**src/rtl/toggle_mon_if.sv**
```systemverilog
// toggle_mon_if: stimulus input, run control and result bundle for toggle_mon
interface toggle_mon_if #(parameter int W = 16);
  logic in;
  logic start;
  logic busy;
  logic done;
  logic pass;
  logic timeout;
  logic [15:0] edge_cnt;
  logic [7:0] err_cnt;
  logic [W-1:0] last_width;
  modport master(output in, start, input busy, done, pass, timeout, edge_cnt, err_cnt, last_width);
  modport slave(input in, start, output busy, done, pass, timeout, edge_cnt, err_cnt, last_width);
endinterface

```
**src/rtl/toggle_mon.sv**
```systemverilog
// toggle_mon: synchronizes a toggling input, measures level widths against a half-period and reports pass/fail
module toggle_mon #(
  parameter int W           = 16,
  parameter int HALF_PERIOD = 10,
  parameter int TOL         = 1,
  parameter int EDGES       = 200,
  parameter int TIMEOUT     = 4 * HALF_PERIOD
) (
  input  logic clk,
  input  logic rst,
  toggle_mon_if.slave bus
);
  typedef enum logic [1:0] {IDLE, ARM, MEASURE, DONE} state_t;
  localparam logic [W:0]   L_HP    = (W+1)'(HALF_PERIOD);
  localparam logic [W:0]   L_TOL   = (W+1)'(TOL);
  localparam logic [W-1:0] L_TMO   = W'(TIMEOUT);
  localparam logic [15:0]  L_EDGES = 16'(EDGES);
  state_t r_state;
  logic r_s1, r_s2, r_s3;
  logic r_busy, r_done, r_pass, r_timeout;
  logic [W-1:0] r_width, r_last_width;
  logic [15:0] r_edge_cnt;
  logic [7:0] r_err_cnt;
  logic w_edge, w_bad, w_tmo, w_accept, w_run;
  logic [W:0] w_wide, w_diff;
  assign w_edge   = r_s2 ^ r_s3;
  assign w_wide   = {1'b0, r_width};
  assign w_diff   = (w_wide >= L_HP) ? w_wide - L_HP : L_HP - w_wide;
  assign w_bad    = w_diff > L_TOL;
  assign w_tmo    = r_width == L_TMO;
  assign w_run    = (r_state == ARM) || (r_state == MEASURE);
  assign w_accept = bus.start && ((r_state == IDLE) || (r_state == DONE));
  always_ff @(posedge clk) begin
    if (rst) begin
      r_state      <= IDLE;
      r_s1         <= 1'b0;
      r_s2         <= 1'b0;
      r_s3         <= 1'b0;
      r_busy       <= 1'b0;
      r_done       <= 1'b0;
      r_pass       <= 1'b0;
      r_timeout    <= 1'b0;
      r_width      <= '0;
      r_last_width <= '0;
      r_edge_cnt   <= '0;
      r_err_cnt    <= '0;
    end else begin
      r_s1 <= bus.in;
      r_s2 <= r_s1;
      r_s3 <= r_s2;
      if (w_accept) begin
        r_state      <= ARM;
        r_busy       <= 1'b1;
        r_done       <= 1'b0;
        r_pass       <= 1'b0;
        r_timeout    <= 1'b0;
        r_width      <= '0;
        r_last_width <= '0;
        r_edge_cnt   <= '0;
        r_err_cnt    <= '0;
      end else if (w_run) begin
        r_width <= w_edge ? W'(1) : (&r_width ? r_width : r_width + 1'b1);
        // the edge that reached EDGES was counted last cycle; close the run now
        if (r_state == MEASURE && r_edge_cnt == L_EDGES) begin
          r_state <= DONE;
          r_busy  <= 1'b0;
          r_done  <= 1'b1;
          r_pass  <= r_err_cnt == 8'd0;
        end else if (w_edge) begin
          r_edge_cnt <= r_edge_cnt + 16'd1;
          r_state    <= MEASURE;
          if (r_state == MEASURE) begin
            r_last_width <= r_width;
            if (w_bad && r_err_cnt != 8'hff) r_err_cnt <= r_err_cnt + 8'd1;
          end
        end else if (w_tmo) begin
          r_state   <= DONE;
          r_busy    <= 1'b0;
          r_done    <= 1'b1;
          r_timeout <= 1'b1;
          r_pass    <= 1'b0;
        end
      end
    end
  end
  assign bus.busy       = r_busy;
  assign bus.done       = r_done;
  assign bus.pass       = r_pass;
  assign bus.timeout    = r_timeout;
  assign bus.edge_cnt   = r_edge_cnt;
  assign bus.err_cnt    = r_err_cnt;
  assign bus.last_width = r_last_width;
endmodule
```
**src/flat_wrapper.sv**
```systemverilog
// flat-port wrapper written by rule: the top's interface ports become plain ports
module toggle_mon_flat 
#(
  parameter int W           = 16,
  parameter int HALF_PERIOD = 10,
  parameter int TOL         = 1,
  parameter int EDGES       = 200,
  parameter int TIMEOUT     = 4 * HALF_PERIOD
)
  (clk, rst, bus_in, bus_start, bus_busy, bus_done, bus_pass, bus_timeout, bus_edge_cnt, bus_err_cnt, bus_last_width);
  toggle_mon_if #(.W(W)) bus_i ();
  input  logic clk;
  input  logic rst;
  input wire logic [$bits(bus_i.in)-1:0] bus_in;
  input wire logic [$bits(bus_i.start)-1:0] bus_start;
  output wire logic [$bits(bus_i.busy)-1:0] bus_busy;
  output wire logic [$bits(bus_i.done)-1:0] bus_done;
  output wire logic [$bits(bus_i.pass)-1:0] bus_pass;
  output wire logic [$bits(bus_i.timeout)-1:0] bus_timeout;
  output wire logic [$bits(bus_i.edge_cnt)-1:0] bus_edge_cnt;
  output wire logic [$bits(bus_i.err_cnt)-1:0] bus_err_cnt;
  output wire logic [$bits(bus_i.last_width)-1:0] bus_last_width;
  assign bus_i.in = bus_in;
  assign bus_i.start = bus_start;
  assign bus_busy = bus_i.busy;
  assign bus_done = bus_i.done;
  assign bus_pass = bus_i.pass;
  assign bus_timeout = bus_i.timeout;
  assign bus_edge_cnt = bus_i.edge_cnt;
  assign bus_err_cnt = bus_i.err_cnt;
  assign bus_last_width = bus_i.last_width;
  toggle_mon #(.W(W), .HALF_PERIOD(HALF_PERIOD), .TOL(TOL), .EDGES(EDGES), .TIMEOUT(TIMEOUT)) u_core (.clk(clk), .rst(rst), .bus(bus_i));
endmodule
```
**config.mk**
```make
export PLATFORM = sky130hd
export DESIGN_NAME = toggle_mon_flat
export DESIGN_NICKNAME = d
export VERILOG_FILES = /design/src/rtl/toggle_mon_if.sv /design/src/rtl/toggle_mon.sv /design/src/flat_wrapper.sv
export SDC_FILE = /design/constraint.sdc
export NUM_CORES = 1
export LEC_CHECK = 0
export ABC_AREA = 1
export CAP_MARGIN = 10
export CELL_PAD_IN_SITES_DETAIL_PLACEMENT = 1
export CELL_PAD_IN_SITES_GLOBAL_PLACEMENT = 1
export CORE_UTILIZATION = 40
export DETAILED_ROUTE_END_ITERATION = 12
export PLACE_DENSITY_LB_ADDON = 0.05
export SKIP_CTS_REPAIR_TIMING = 1
export SLEW_MARGIN = 25
export SYNTH_ARGS = -nofsm -noshare
export SYNTH_HDL_FRONTEND = slang
export SYNTH_SLANG_ARGS = --single-unit
```
**constraint.sdc**
```tcl
create_clock -name clk -period 2.7 [get_ports clk]
set_input_delay 0.27 -clock clk [delete_from_list [all_inputs] [get_ports clk]]
set_output_delay 0.27 -clock clk [all_outputs]
set_load 0.1 [all_outputs]
```
==> results.json, run 1 <==
{
  "clk-insertion-delay-late_ns": 0.37,
  "finalSetupViolations": 0,
  "ant_nets": 0,
  "grt_max_degree": 29,
  "critPathMaxFanout": 16,
  "die_area_um2": 11040,
  "finalSetupTns_ns": 0,
  "synth_area_um2": 4248,
  "fin_skew_ns": 0.01066,
  "fp.dieW_um": 105.1,
  "fin_nets": 737,
  "wl_mm": 14.21,
  "worst-slew-pin-transition_ns": 0.8851,
  "synth_top_area_share_pct": 30.63,
  "grt_pass1_wl_mm": 23.45,
  "holdCritStartpoint": "bus_in",
  "hpwl_mm": 11.13,
  "use_met1_pct": 35.81,
  "start_kind": "flop",
  "ys_async_sr_fraction_pct": 0,
  "fmax_mhz": 404.6,
  "grt_antenna_before_repair": 0,
  "core_area_um2": 10320,
  "top_usage_layer": "met2",
  "rr_endpoint": "u_core.bus.err_cnt[3]$_SDFFE_PP0P_",
  "cp.arrival_ns": 2.78,
  "maxSlewViolCount": 0,
  "cts_inserted_buffers": 9,
  "grt_usage_pct": 27.18,
  "cts.sinks": 65,
  "synth_area_leader_cell": "dfxtp_1",
  "grt_setup_unrepaired": "no",
  "use_met3_pct": 5.802,
  "synth.area.top_cells": "dfxtp_1 31%, nand2_1 15%, inv_1 6.4%",
  "yosysUniqueCellTypes": 36,
  "antennaDiodeCount": 0,
  "postLayoutCoreUtil_pct": 49.50,
  "outcome": "complete, no violations",
  "vdd_ir_drop_max_v": 0.0001993,
  "grt_pass1_vias": 4608,
  "rows": 37,
  "use_met2_pct": 43.80,
  "path_class": "reg -> reg",
  "min_path_cells": 3,
  "hold_class": "in -> reg",
  "clk_pin_slew_worst_paths_ns": 0.07,
  "p_per_area_nw_per_um2": 433.9,
  "synth_seq_cells": 65,
  "port_buffers": 47,
  "power_leakage_nw": 2.354,
  "whs_endpoint": "u_core.r_s1$_SDFF_PP0_",
  "n_fill_cell": 1428,
  "fin_crit_ns": 2.472,
  "cts_max_level": 3,
  "wl_per_cell_um": 16.50,
  "hold_viol": 0,
  "globalplace.congestion": 0.9012,
  "relSlewSlack_pct": 40.77,
  "worstRegToRegCells": 15,
  "drv_cap": 0,
  "clock-root-buffer": "clkbuf_8",
  "tritoncts": "done",
  "dr.pass1.iters": 5,
  "synth_edf_count": 0,
  "via_per_inst": 5.276,
  "dr.first_iter.drc_count": 270,
  "io_pins": 48,
  "required_ns": 3.00,
  "end_kind": "flop",
  "period_share_pct": 91.54,
  "r2r_start": "u_core.r_width[9]$_SDFFE_PP0P_",
  "grt.overflow.total": 0,
  "syn_to_final_growth_pct": 20.29,
  "start_util_pct": 41.15,
  "clockBufferDepth": 2,
  "drive_above_1_share_pct": 18.90,
  "synth_flop_cell": "dfxtp_1",
  "drc_errors": 0,
  "avgSynthCellArea_um2": 6.446,
  "netlist_instances": 659,
  "die_h_um": 105.1,
  "yosysSeqAreaShare_pct": 30.63,
  "synth_warnings": 0,
  "num_vias": 4543,
  "synthesis.nets": 676,
  "r2r_slack_ns": 0.23
}
[synthesized netlist by cell type, types with 2 or more instances]
cell / number
nand4_1: 15
nand3_1: 49
nor3_1: 16
a211oi_1: 4
o21ai_1: 4
or3_1: 2
dfxtp_1: 65
o31ai_1: 2
nand2_4: 4
buf_2: 5
xor2_1: 18
nand2_2: 12
inv_2: 11
ha_1: 13
xnor2_1: 4
a21oi_1: 45
nor2_2: 8
inv_1: 72
nor2_4: 2
a21oi_2: 9
clkbuf_1: 10
a31oi_1: 3
nand2_1: 165
nor4_1: 8
o21ai_0: 31
nor2_1: 71
buf_6: 2
[state kept, by name (all words and copies together) (netlist names)]
register and count:
u_core.r_s1 1, u_core.r_state 2, u_core.bus.pass 1, u_core.bus.edge_cnt 16, u_core.bus.timeout 1, u_core.r_s2 1
u_core.bus.done 1, u_core.bus.err_cnt 8, u_core.bus.busy 1, u_core.bus.last_width 16, u_core.r_width 16, u_core.r_s3 1
[critical path: stages, from the launching register on]
cell and delay (ns):
dfxtp_1 0.43, nor2_4 0.21, nand2_1 0.14, nor2_4 0.24, nand2_4 0.15, nand2_4 0.21
nand2_1 0.08, nand2_1 0.08, inv_2 0.03, nor2_1 0.09, nand2_1 0.08, nor2_2 0.15
nand3_4 0.19, nand2_8 0.15, nand2_2 0.07, a21oi_2 0.11
[how the worst max path moves through the flow]
stage | start | end | slack [ns] | cells after the start
global placement | u_core.r_width[2]$_SDFFE_PP0P_ | u_core.bus.err_cnt[5]$_SDFFE_PP0P_ | 0.18 | 16
finish | u_core.r_width[9]$_SDFFE_PP0P_ | u_core.bus.err_cnt[3]$_SDFFE_PP0P_ | 0.23 | 15
CTS | u_core.r_width[2]$_SDFFE_PP0P_ | u_core.bus.err_cnt[3]$_SDFFE_PP0P_ | 0.05 | 16
floorplan | u_core.bus.edge_cnt[6]$_SDFFE_PP0P_ | u_core.bus.edge_cnt[7]$_SDFFE_PP0P_ | 0.05 | 12
global route | u_core.bus.edge_cnt[0]$_SDFFE_PP0P_ | u_core.bus.edge_cnt[7]$_SDFFE_PP0P_ | 0.04 | 13
detailed placement | u_core.r_width[2]$_SDFFE_PP0P_ | u_core.bus.err_cnt[6]$_SDFFE_PP0P_ | 0.06 | 16
[through the flow]
stage / cell area (µm²) / worst slack, ns / hold WS (ns) / total power [mW] / cells
after floorplan: 4249 / 0.05250 / 0.3391 / 1.128 / 659
after global placement: 4826 / 0.1838 / 0.4014 / 1.180 / 842
after detailed placement: 4826 / 0.06335 / 0.4313 / 1.186 / 842
after CTS: 5070 / 0.04879 / 0.4251 / 2.230 / 858
after global routing: 5110 / 0.03781 / 0.4467 / 2.307 / 861
final: 5110 / 0.2284 / 0.4269 / 2.217 / 861
[final cells by class]
type	instances	area [µm²]	share of cell area, %
Inverter	86	326.6	6.391
Timing Repair Buffer	68	518.0	10.14
Clock inverter	5	102.6	2.008
Clock buffer	11	141.4	2.767
Multi-Input combinational cell	490	2546	49.83
Tap cell	136	170.2	3.330
Sequential cell	65	1305	25.54
[metal layers]
layer / share of wire [%] / wire, µm
met1: 48 / 6753
met2: 46 / 6504
met3: 4.8 / 683
met4: 1.9 / 266
met5: 0 / 0
[kinds of logic after synthesis]
family                     after synthesis  synth area share [%]
and+or+nand+nor                        355                 38.09
buffers and inverters                  104                 9.779
AOI/OAI and AO/OA                      100                 13.14
DFF                                     65                 30.63
xor gates and xnor gates                22                 4.536
adders and majority gates               13                 3.829
[placed cells by master (no fill, tap or decap), types with 13 or more instances in the layout]
| cell | count |
|---|---|
| a21oi_1 | 45 |
| nand4_1 | 15 |
| xor2_1 | 18 |
| nand2_1 | 165 |
| dfxtp_1 | 62 |
| nand3_1 | 49 |
| nor2_1 | 71 |
| buf_4 | 65 |
| inv_2 | 13 |
| inv_1 | 70 |
| o21ai_0 | 31 |
| nor3_1 | 16 |
[report_power, final]
part | internal [mW] | switching [mW] | leakage, nW
combinational | 0.0576 | 0.132 | 1.71
sequential | 0.968 | 0.0111 | 0.526
clock | 0.637 | 0.410 | 0.120
(Power assumes the default switching activity.)
==> inputs of run 2 (changes only) <==
Settings changed: CORE_MARGIN set to 2, SKIP_LAST_GASP set to 1.
==> run 2 against run 1 <==
Clock power rose by 10%; clock-buffer cell count is 1 lower; maximum frequency down 1.2%; wire length is 1.4% higher; clock skew shrank 0.0016 ns; via count shrank 0.77%; sequential cell count unchanged; critical path depth increased by 1; critical endpoint is now u_core.bus.err_cnt[0]$_SDFFE_PP0P_.
==> results.json, run 2 (synthesized netlist as in run 1, its figures left out) <==
{
  "wl_per_cell_um": 16.81,
  "grt.overflow.total": 0,
  "fmax_mhz": 399.6,
  "hold_slack_ns": 0.4113,
  "drv_cap": 0,
  "cp.arrival_ns": 2.78,
  "layout_common_cells": "164 x nand2_1, 71 x nor2_1, 71 x inv_1",
  "worst-slew-pin-transition_ns": 0.9335,
  "crit_top_cell": "nand2_1",
  "fin_nets": 733,
  "ant_nets": 0,
  "core_area_um2": 10320,
  "syn_to_final_growth_pct": 21.12,
  "port_buffers": 47,
  "cts_max_level": 3,
  "outcome": "complete, no violations",
  "dr.pass1.iters": 5,
  "clockBufferDepth": 2,
  "wl_mm": 14.41,
  "path_buf_inv": 2,
  "r2r_start": "u_core.r_width[1]$_SDFFE_PP0P_",
  "grt_max_degree": 31,
  "required_ns": 2.98,
  "finalSetupTns_ns": 0,
  "path_class": "reg -> reg",
  "via_per_inst": 5.260,
  "slowest_delay_ns": 0.37,
  "tritoncts": "done",
  "p_per_area_nw_per_um2": 453.7,
  "grt_setup_unrepaired": "yes",
  "finalSetupViolations": 0,
  "num_vias": 4508,
  "path_cells": "inv_2, ha_2, inv_2, a21oi_4, nand2_4, nor2_8, nand2_8, nand2_1, nand2_1, nor2_1, nand2_1, nor2_4, nand3_4, nand2_8, nand2_2, a21oi_2",
  "hold_class": "reg -> reg",
  "end_kind": "flop",
  "hpwl_mm": 11.04,
  "fin_crit_ns": 2.503,
  "cts_inserted_buffers": 9,
  "die_area_um2": 11460,
  "clk_pin_slew_worst_paths_ns": 0.08,
  "grt_pass1_wl_mm": 23.40,
  "postLayoutCoreUtil_pct": 49.84,
  "dr.first_iter.drc_count": 219,
  "power_leakage_nw": 2.354,
  "cpMaxStageDelayCell": "dfxtp_2",
  "start_util_pct": 41.15,
  "vdd_ir_drop_max_v": 0.0002232,
  "io_pins": 48,
  "clk-insertion-delay-late_ns": 0.36,
  "layout_commonest_cell": "nand2_1",
  "holdCritStartpoint": "u_core.r_s1$_SDFF_PP0_",
  "clock-root-buffer": "clkbuf_8",
  "antennaDiodeCount": 0,
  "grt_antenna_before_repair": 0,
  "relSlewSlack_pct": 37.70,
  "grt_usage_pct": 26.22,
  "fin_skew_ns": 0.009072,
  "rows": 37,
  "drive_above_1_share_pct": 19.28,
  "globalplace.congestion": 0.9082,
  "fp.dieW_um": 107.1,
  "crit_start": "u_core.r_width[1]$_SDFFE_PP0P_",
  "drc_errors": 0,
  "critPathMaxFanout": 16,
  "hold_viol": 0,
  "grt_pass1_vias": 4493,
  "period_share_pct": 92.69,
  "maxSlewViolCount": 0,
  "die_h_um": 107.1,
  "start_kind": "flop",
  "cts.sinks": 65,
  "path_delay_family": "simple AND/OR/NAND/NOR gates"
}
==> run 2: cell types whose count changed in the layout (fill, tap and decap cells not counted), sizes merged <==
cell / change
inv: +1
clkinvlp: -1
clkbuf: -1
buf: -5
bufinv: +1
nand3: +1
==> run 2: layout make-up <==
cell class | count | area (µm²)
clock buffers | 10 | 137.6
clock inverters | 6 | 137.6
fillers | 1384 | 5179
inverters | 86 | 326.6
multi-input cells | 491 | 2582
flip-flops and latches | 65 | 1310
well taps | 136 | 170.2
repair buffers | 63 | 480.5
==> run 2: per-layer routing <==
metal  global-route usage, %  vias up  wire [µm]
met5                       0        -          0
met4                   8.627        0        295
met3                   3.951       22        638
met2                   42.27      116       6672
met1                   35.80     2123       6803
li1                        -     2247          -
==> run 2: final timing paths <==
kind / end / cells after the start / slack [ns]
worst min register to register: u_core.r_s2$_SDFF_PP0_ / 2 / 0.41
worst min-delay path: u_core.r_s2$_SDFF_PP0_ / 2 / 0.41
worst max register to register: u_core.bus.err_cnt[0]$_SDFFE_PP0P_ / 16 / 0.20
worst max-delay path: u_core.bus.err_cnt[0]$_SDFFE_PP0P_ / 16 / 0.20
==> run 2: worst min-delay path, cell delays in order (launching register included) <==
cell and delay [ns]:
dfxtp_1 0.30, inv_1 0.04, nor2_1 0.03
==> run 2: report_power, final <==
group | switching [mW] | leakage [nW] | internal (mW) | total [mW]
sequential | 0.0108 | 0.528 | 0.968 | 0.979
combinational | 0.139 | 1.69 | 0.0551 | 0.194
clock | 0.424 | 0.137 | 0.737 | 1.16
==> run 2: through the flow <==
step                      worst slack [ns]  cell area, µm²  power (mW)  cells
after global routing              -0.04184            5145       2.425    857
after detailed placement           0.01917            4811       1.185    840
after CTS                          0.01924            5086       2.346    856
final                               0.1973            5145       2.334    857
after global placement              0.2062            4811       1.180    840
after floorplan                    0.05250            4249       1.128    659
==> inputs of run 3 (changes only) <==
Settings changed: CTS_CLUSTER_DIAMETER set to 200.
==> results of run 3 <==
Same layout as run 2: the final DEF is identical, and so are final timing and power.
